**src/rtl/prio_enc_pkg.sv**
```systemverilog
// Shared definitions for the pipelined priority encoder family.
// Holds the code-width helper, the widest supported request vector and
// the packed result record carried from the encoder core to the output stage.
package prio_enc_pkg;

  localparam int PRIO_ENC_MAX_N = 256;

  // Smallest w with (1 << w) >= value, usable in parameter expressions.
  function automatic int clog2(input int value);
    int result;
    result = 0;
    while ((1 << result) < value) begin
      result = result + 1;
    end
    return result;
  endfunction

  localparam int PRIO_ENC_CODE_W = clog2(PRIO_ENC_MAX_N);

  // The code field is sized for the widest encoder; narrower instances
  // keep the unused upper bits at zero and truncate on the way out.
  typedef struct packed {
    logic [PRIO_ENC_CODE_W-1:0] code;
    logic                       hit;
    logic                       multi;
  } prio_enc_result_t;

endpackage

```
**src/rtl/prio_enc_core.sv**
```systemverilog
// Purely combinational fixed-priority encoder.
// HIGH_FIRST=1 reports the highest set index, HIGH_FIRST=0 the lowest.
// Also flags whether any bit was set and whether more than one was set.
module prio_enc_core
  import prio_enc_pkg::*;
#(
  parameter int N          = 4,
  parameter bit HIGH_FIRST = 1'b1
) (
  input  logic [N-1:0]      req,
  output prio_enc_result_t  res
);

  // Scan the vector once for hit/multi, then let the last matching index in scan order win.
  always_comb begin
    res = '0;
    for (int i = 0; i < N; i++) begin
      if (req[i]) begin
        if (res.hit) begin
          res.multi = 1'b1;
        end
        res.hit = 1'b1;
      end
    end
    if (HIGH_FIRST) begin
      for (int i = 0; i < N; i++) begin
        if (req[i]) begin
          res.code = PRIO_ENC_CODE_W'(i);
        end
      end
    end else begin
      for (int i = N - 1; i >= 0; i--) begin
        if (req[i]) begin
          res.code = PRIO_ENC_CODE_W'(i);
        end
      end
    end
  end

endmodule

```
**src/rtl/prio_encoder_pipe.sv**
```systemverilog
// N-to-log2(N) priority encoder with a registered output stage and
// valid/ready handshakes on both sides; accepts one vector per cycle.
// Optional feature: define PRIO_ENC_ROUND_ROBIN_EN to rotate priority,
// starting the search at rr_ptr and advancing it past each winner.
// Without the macro the encoder is fixed priority per HIGH_FIRST.
module prio_encoder_pipe
  import prio_enc_pkg::*;
#(
  parameter int N          = 4,
  parameter int W          = clog2(N),
  parameter bit HIGH_FIRST = 1'b1
) (
  input  logic         clk,
  input  logic         rst_n,
  input  logic         in_valid,
  output logic         in_ready,
  input  logic [N-1:0] in_req,
  output logic         out_valid,
  input  logic         out_ready,
  output logic [W-1:0] out_code,
  output logic         out_hit,
  output logic         out_multi
);

  prio_enc_result_t core_res;
  prio_enc_result_t next_res;
  prio_enc_result_t res_q;
  logic             in_xfer;

  assign in_ready = !out_valid || out_ready;
  assign in_xfer  = in_valid && in_ready;

`ifdef PRIO_ENC_ROUND_ROBIN_EN
  logic [W-1:0] rr_ptr;
  logic [N-1:0] rotated_req;
  logic [W:0]   win_sum;
  logic [W:0]   win_code;
  logic [W:0]   next_ptr;

  // Rotating right by rr_ptr puts the search start at bit 0, so a lowest-first
  // encode of the rotated vector finds the first set bit at or after rr_ptr.
  assign rotated_req = N'({in_req, in_req} >> rr_ptr);

  prio_enc_core #(
    .N          (N),
    .HIGH_FIRST (1'b0)
  ) u_core (
    .req (rotated_req),
    .res (core_res)
  );

  // Map the rotated index back to an absolute index and work out where the next search starts.
  always_comb begin
    win_sum  = (W+1)'(rr_ptr) + (W+1)'(W'(core_res.code));
    win_code = (win_sum >= (W+1)'(N)) ? (win_sum - (W+1)'(N)) : win_sum;
    next_ptr = win_code + (W+1)'(1);
    if (next_ptr == (W+1)'(N)) begin
      next_ptr = '0;
    end
    next_res      = core_res;
    next_res.code = core_res.hit ? PRIO_ENC_CODE_W'(win_code) : '0;
  end

  // Move the start point past the winner of every accepted non-empty vector.
  always_ff @(posedge clk or negedge rst_n) begin
    if (!rst_n) begin
      rr_ptr <= '0;
    end else if (in_xfer && core_res.hit) begin
      rr_ptr <= W'(next_ptr);
    end
  end
`else
  prio_enc_core #(
    .N          (N),
    .HIGH_FIRST (HIGH_FIRST)
  ) u_core (
    .req (in_req),
    .res (core_res)
  );

  assign next_res = core_res;
`endif

  // Output stage: capture on accept, drop valid once consumed, otherwise hold everything.
  always_ff @(posedge clk or negedge rst_n) begin
    if (!rst_n) begin
      out_valid <= 1'b0;
      res_q     <= '0;
    end else if (in_xfer) begin
      out_valid <= 1'b1;
      res_q     <= next_res;
    end else if (out_valid && out_ready) begin
      out_valid <= 1'b0;
    end
  end

  assign out_code  = W'(res_q.code);
  assign out_hit   = res_q.hit;
  assign out_multi = res_q.multi;

endmodule

```
**config.mk**
```make
export PLATFORM = sky130hd
export DESIGN_NAME = prio_encoder_pipe
export DESIGN_NICKNAME = d
export VERILOG_FILES = /design/src/rtl/prio_enc_pkg.sv /design/src/rtl/prio_enc_core.sv /design/src/rtl/prio_encoder_pipe.sv
export SDC_FILE = /design/constraint.sdc
export NUM_CORES = 1
export LEC_CHECK = 0
export ABC_AREA = 1
export CAP_MARGIN = 20
export CORE_AREA = 4 4 41 43
export CTS_BUF_LIST = sky130_fd_sc_hd__clkbuf_8
export DETAILED_ROUTE_END_ITERATION = 8
export DIE_AREA = 0 0 45 47
export PLACE_DENSITY_LB_ADDON = 0.05
export SYNTH_ARGS = -nofsm -noshare
export SYNTH_HDL_FRONTEND = slang
export SYNTH_SLANG_ARGS = --single-unit
```
**constraint.sdc**
```tcl
create_clock -name clk -period 2.63 [get_ports clk]
set_clock_uncertainty 0.2 [all_clocks]
set_input_delay 0.526 -clock clk [delete_from_list [all_inputs] [get_ports clk]]
set_output_delay 0.526 -clock clk [all_outputs]
set_load 0.005 [all_outputs]
```
==> results by group, run 1 <==
STA
  • Peak Freq: 422 MHz
  • Unrepaired setup endpoints after global routing: no
  • Final-report max-slew violation count: 0
  • Endpoints failing hold: 0
  • TNS Setup: 0 ps
  • Tightest Pin Transition: 237 ps
  • Fin crit share: 0.901
  • Final Setup Violations: 0
  • Fin crit period: 2370 ps
  • Max_slew headroom: 0.841

Layout
  • Post-layout util: 0.336
  • Ant diodes: 0
  • Nets@finish: 56
  • Share of layout cells above drive strength 1: 0.149
  • P&R area growth vs syn: 79.9%

Yosys
  • Synth area leader: dfrtp_1
  • Simple logic cell fraction of the synthesized area: 0.340
  • Largest cells by area after synthesis: dfrtp_1 (52%), nand2_1 (19%), nand2_4 (4.6%), o21ai_1 (4.1%), a21oi_2 (3.6%)
  • Yosys synthesis warning count: 0
  • Register area share after synthesis: 0.515
  • Synth top area share: 0.515
  • Post-synthesis xor/xnor area fraction: 0
  • Compound-cell area share of the yosys netlist: 0.0979
  • Post-synth cell types: 12
  • Post-synthesis mux area share: 0
  • Syn Inst Count: 30
  • Flops & latches, synth: 5
  • Syn_area_per_cell: 8.09 um^2
  • Netlist Area Pre-Place: 243 um^2
  • Adder-cell area share of the yosys netlist: 0
  • Largest family of logic cells by synthesized area: simple AND/OR/NAND/NOR gates
  • Post-Syn Nets: 38

Detailed routing
  • # DRC: 0
  • Total Wirelength: 644 um
  • First DRT Iteration DRCs: 5
  • Remaining antenna violation count: 0
  • Via total after detailed routing: 242
  • Top Metal Used: met3
  • WL met1: 256 um
  • Met2 wire len: 306 um
  • Vias per cell: 3.90
  • Pre-Repair DR Iteration Count: 4
  • Drt wl/cell: 10.4 um
  • WL met3: 80 um

Clock tree
  • CTS tree: built
  • Number of buffers created by CTS: 3
  • CTS Sinks: 5
  • Clk_lat worst skew: 220 ps
  • H-tree levels: 1
  • Clock Root Buffer: clkbuf_8
  • Hold Buf Count CTS: 0
  • CTS clk-pin slew, worst paths: 40 ps
  • Postcts setup bufs: 0
  • Post-cts sizing count: 0
  • Maximum clock insertion buffer count: 2

Floorplanning
  • Die ar.: 0.00212 mm^2
  • Row Count: 13
  • # IOs: 14
  • Die width: 45 um
  • Starting Density: 0.187
  • Core Box Area: 0.00130 mm^2
  • Die Ht: 47 um

Worst hold path
  • Hold Crit Start: out_multi
  • HP Class: reg -> reg

Critical path
  • CP Data Required Time: 1900 ps
  • Startpoint Class: input port
  • Crit-path max FO: 3
  • CP Launch Point: out_ready
  • Setup crit end kind: primary output
  • Crit path arrival time: 1640 ps
  • Reg-to-Reg Start: out_valid
  • Setup CP Type: in -> out

Run status
  • Status: complete, no violations

Placement
  • Final Wtd Congestion: 0.724
  • Count of buffers from port buffering: 13
  • DPL Wire Length: 528 um

Job
  • Max-cap violation count: 0

Global route
  • Antenna violations before repair: 0
  • Overflow after GRT: 0
  • Total track usage: 0.0778
  • Vias in the first global route: 249
  • First-pass GRT wire length: 1060 um
  • Largest net degree at the start of global routing: 7

Pwr
  • Pwr/cell area: 655 mW/mm^2
  • Max IR drop VDD: 0.000264 V
  • Leakage: 0.205 nW
[path summary, 6_finish.rpt]
kind                       cells past startpoint  slack [ps]          end
min in group asynchronous                      1         330    out_valid
hold / removal                                 2         280    out_multi
max in group asynchronous                      1        1700  out_code[0]
hold reg to reg                                2         280    out_multi
setup reg to reg                               4        1590  out_code[1]
setup / recovery                               4         260     in_ready
[cell type report]
class,count,area [um^2]
fill,148,865
timing repair buffer,13,130
sequential,5,125
multi-input combinational,22,106
clock buffer,3,41.3
tap,15,18.8
inverter,3,11.3
clock inverter,1,3.75
[synthesized netlist by cell type]
library cell  instances
a21oi_1               1
a21oi_2               1
dfrtp_1               5
inv_1                 2
inv_2                 1
nand2_1              12
nand2_2               1
nand2_4               1
nand3_1               1
nand3b_1              1
nor2_1                2
o21ai_1               2
[routing by layer]
| layer | track usage | up-vias |
|---|---|---|
| li1 | - | 128 |
| met1 | 0.0806 | 104 |
| met2 | 0.110 | 10 |
| met3 | 0.0690 | 0 |
| met4 | 0.0351 | 0 |
| met5 | 0 | - |
[stage by stage]
stage | std cells | cell area, um^2 | total power, W | worst slack (ps) | hold WS, ps
after global placement | 58 | 392 | 0.000150 | 276 | 266
final | 62 | 437 | 0.000286 | 261 | 276
after CTS | 62 | 437 | 0.000293 | 253 | 281
after detailed placement | 58 | 392 | 0.000151 | 262 | 272
after floorplan | 30 | 243 | 0.000112 | 1220 | 30.4
after global routing | 62 | 437 | 0.000306 | 229 | 317
[worst max-delay path, cell delays in order]
cell and delay, ps:
clkdlybuf4s50_1 450, inv_1 60, nand2_2 90, clkdlybuf4s50_1 510
[registers in the layout, indices dropped and copies added (netlist names)]
register	cells
out_code	2
out_hit	1
out_multi	1
out_valid	1
[placed cells by master, fill, tap and decap left out]
cell type        netlist  layout
clkdlybuf4s50_1        0      13
nor2_1                 2       2
nand3_1                1       1
nand2_4                1       1
inv_1                  2       3
nand2_2                1       1
inv_2                  1       1
nand3b_1               1       1
dfrtp_1                5       5
a21oi_1                1       1
o21ai_1                2       2
a21oi_2                1       1
nand2_1               12      12
clkbuf_8               0       3
[report_power, final]
group	total, W	switching (W)	internal [W]
combinational	0.0000560	0.0000213	0.0000347
sequential	0.0000926	0.00000552	0.0000871
clock	0.000137	0.0000374	0.000100
[cell families (layout without fill, tap and decap cells)]
family          after synthesis  count (layout)
simple gates                 18              18
compound gates                4               4
buf+inv                       3              20
flops                         5               5
No activity file was read; power rests on OpenSTA's default activity.
==> inputs of run 2 (changes only) <==
- SLEW_MARGIN: not set -> 10
==> results of run 2 <==
Same layout as run 1: the final DEF is identical, and so are final timing and power.
==> inputs of run 3 (changes only) <==
- CORE_AREA: 4 4 41 43 -> 2 2 39 41
- DIE_AREA: 0 0 45 47 -> 0 0 41 43
==> results by group, run 3 (same netlist as run 1, synthesis figures left out) <==
Layout
  • Commonest cells after routing, fill and taps aside: clkdlybuf4s50_1 (13), nand2_1 (12), dfrtp_1 (5)
  • Register area: 125 um^2 (unchanged)
  • P&R area growth vs syn: 80.4%
  • Ant diodes: 0 (unchanged)
  • Nets@finish: 56 (unchanged)
  • Fillers: 153 (+3.4%)
  • Area of the multi-input gates: 106 um^2 (unchanged)
  • Post-layout util: 0.316 (-0.0191)
  • Most common cell after layout, fill and taps aside: clkdlybuf4s50_1
  • Share of layout cells above drive strength 1: 0.149 (unchanged)
  • Number of flip-flops in the largest register: 2 (unchanged)

Run status
  • Status: complete, no violations

Critical path
  • Startpoint Class: input port
  • Setup crit end kind: primary output
  • CP Data Required Time: 1900 ps (about the same)
  • Setup CP Type: in -> out
  • Crit-path max FO: 3 (unchanged)
  • Crit path arrival time: 1650 ps (about the same)

Detailed routing
  • Pre-Repair DR Iteration Count: 3 (-1)
  • Total Wirelength: 609 um (-5.4%)
  • Drt wl/cell: 9.67 um (-6.9%)
  • Remaining antenna violation count: 0 (unchanged)
  • First DRT Iteration DRCs: 8 (+3)
  • Vias per cell: 3.92 (+0.45%)
  • # DRC: 0 (unchanged)
  • Via total after detailed routing: 247 (+2.1%)

Floorplanning
  • # IOs: 14 (unchanged)
  • Die Ht: 43 um (-8.5%)
  • Die ar.: 0.00176 mm^2 (-17%)
  • Starting Density: 0.175 (-0.0111)
  • Row Count: 14 (+1)
  • Die width: 41 um (-8.9%)
  • Core Box Area: 0.00138 mm^2 (+6.3%)

Clock tree
  • CTS Sinks: 5 (unchanged)
  • CTS clk-pin slew, worst paths: 40 ps (about the same)
  • Clock Root Buffer: clkbuf_8
  • Maximum clock insertion buffer count: 2 (unchanged)
  • H-tree levels: 1 (unchanged)
  • Postcts setup bufs: 0 (unchanged)
  • Clk_lat worst skew: 220 ps (about the same)
  • Hold Buf Count CTS: 0 (unchanged)
  • Post-cts sizing count: 0 (unchanged)
  • CTS tree: built
  • Number of buffers created by CTS: 3 (unchanged)

STA
  • Final Setup Violations: 0 (unchanged)
  • Fin crit period: 2370 ps (+3.84 ps)
  • TNS Setup: 0 ps (unchanged)
  • Tightest Pin Transition: 260 ps (+22.9 ps)
  • Unrepaired setup endpoints after global routing: no
  • Min Hold Slack: 277 ps (+0.660 ps)
  • Peak Freq: 421 MHz (-0.16%)
  • Endpoints failing hold: 0 (unchanged)
  • Final-report max-slew violation count: 0 (unchanged)
  • Fin crit share: 0.902 (+0.00146)
  • Max_slew headroom: 0.826 (-0.0153)

Pwr
  • Max IR drop VDD: 0.000185 V (-30%)
  • Pwr/cell area: 654 mW/mm^2 (-0.11%)
  • Leakage: 0.205 nW (unchanged)
  • Tot Pwr: 0.000287 W (+0.17%)

Global route
  • Vias in the first global route: 237 (-4.8%)
  • Largest net degree at the start of global routing: 7 (unchanged)
  • Antenna violations before repair: 0 (unchanged)
  • Overflow after GRT: 0 (unchanged)
  • First-pass GRT wire length: 993 um (-5.9%)
  • Total track usage: 0.0866 (+0.00883)

Job
  • Max-cap violation count: 0 (unchanged)

Placement
  • DPL Wire Length: 494 um (-6.4%)
  • Count of buffers from port buffering: 13 (unchanged)
  • Final Wtd Congestion: 0.705 (-2.6%)

Worst hold path
  • HP Class: reg -> reg
[run 3: per-stage QoR]
stage	instance area [um^2]	instances	setup slack (ps)
floorplan	243	30	1220
global placement	393	59	273
detailed placement	393	59	250
CTS	438	63	243
global route	438	63	184
finish	438	63	257
[run 3: area by class of cell]
| type | count | share of cell area |
|---|---|---|
| tap | 16 | 0.0457 |
| multi-input combinational | 22 | 0.243 |
| inverter | 3 | 0.0257 |
| sequential | 5 | 0.286 |
| clock buffer | 3 | 0.0943 |
| clock inverter | 1 | 0.00857 |
| timing repair buffer | 13 | 0.297 |
[run 3: worst max-delay path, stage by stage]
cell             delay, ps
clkdlybuf4s50_1        460
inv_1                   60
nand2_2                 90
clkdlybuf4s50_1        510
[run 3: routing by layer]
layer | share of wire | track usage | up-vias | wire (um)
met2 | 0.44 | 0.116 | 11 | 270
li1 | - | - | 130 | -
met4 | 0 | 0.0400 | 0 | 0
met5 | 0 | 0 | - | 0
met3 | 0.090 | 0.0471 | 0 | 55
met1 | 0.46 | 0.110 | 106 | 282
[run 3: path summary, 6_finish.rpt]
path                           start          end  slack [ps]  cells after the start
hold reg to reg              out_hit      out_hit         280                      2
max in group asynchronous      rst_n  out_code[0]        1680                      1
hold / removal               out_hit      out_hit         280                      2
setup reg to reg           out_valid  out_code[1]        1600                      4
setup / recovery           out_ready     in_ready         260                      4
min in group asynchronous      rst_n  out_code[1]         340                      1
[run 3: report_power, final]
part,internal (W),total [W],switching (W)
Combinational,0.0000347,0.0000562,0.0000215
Sequential,0.0000871,0.0000926,0.00000550
Clock,0.000100,0.000138,0.0000377
Total,0.000222,0.000287,0.0000647
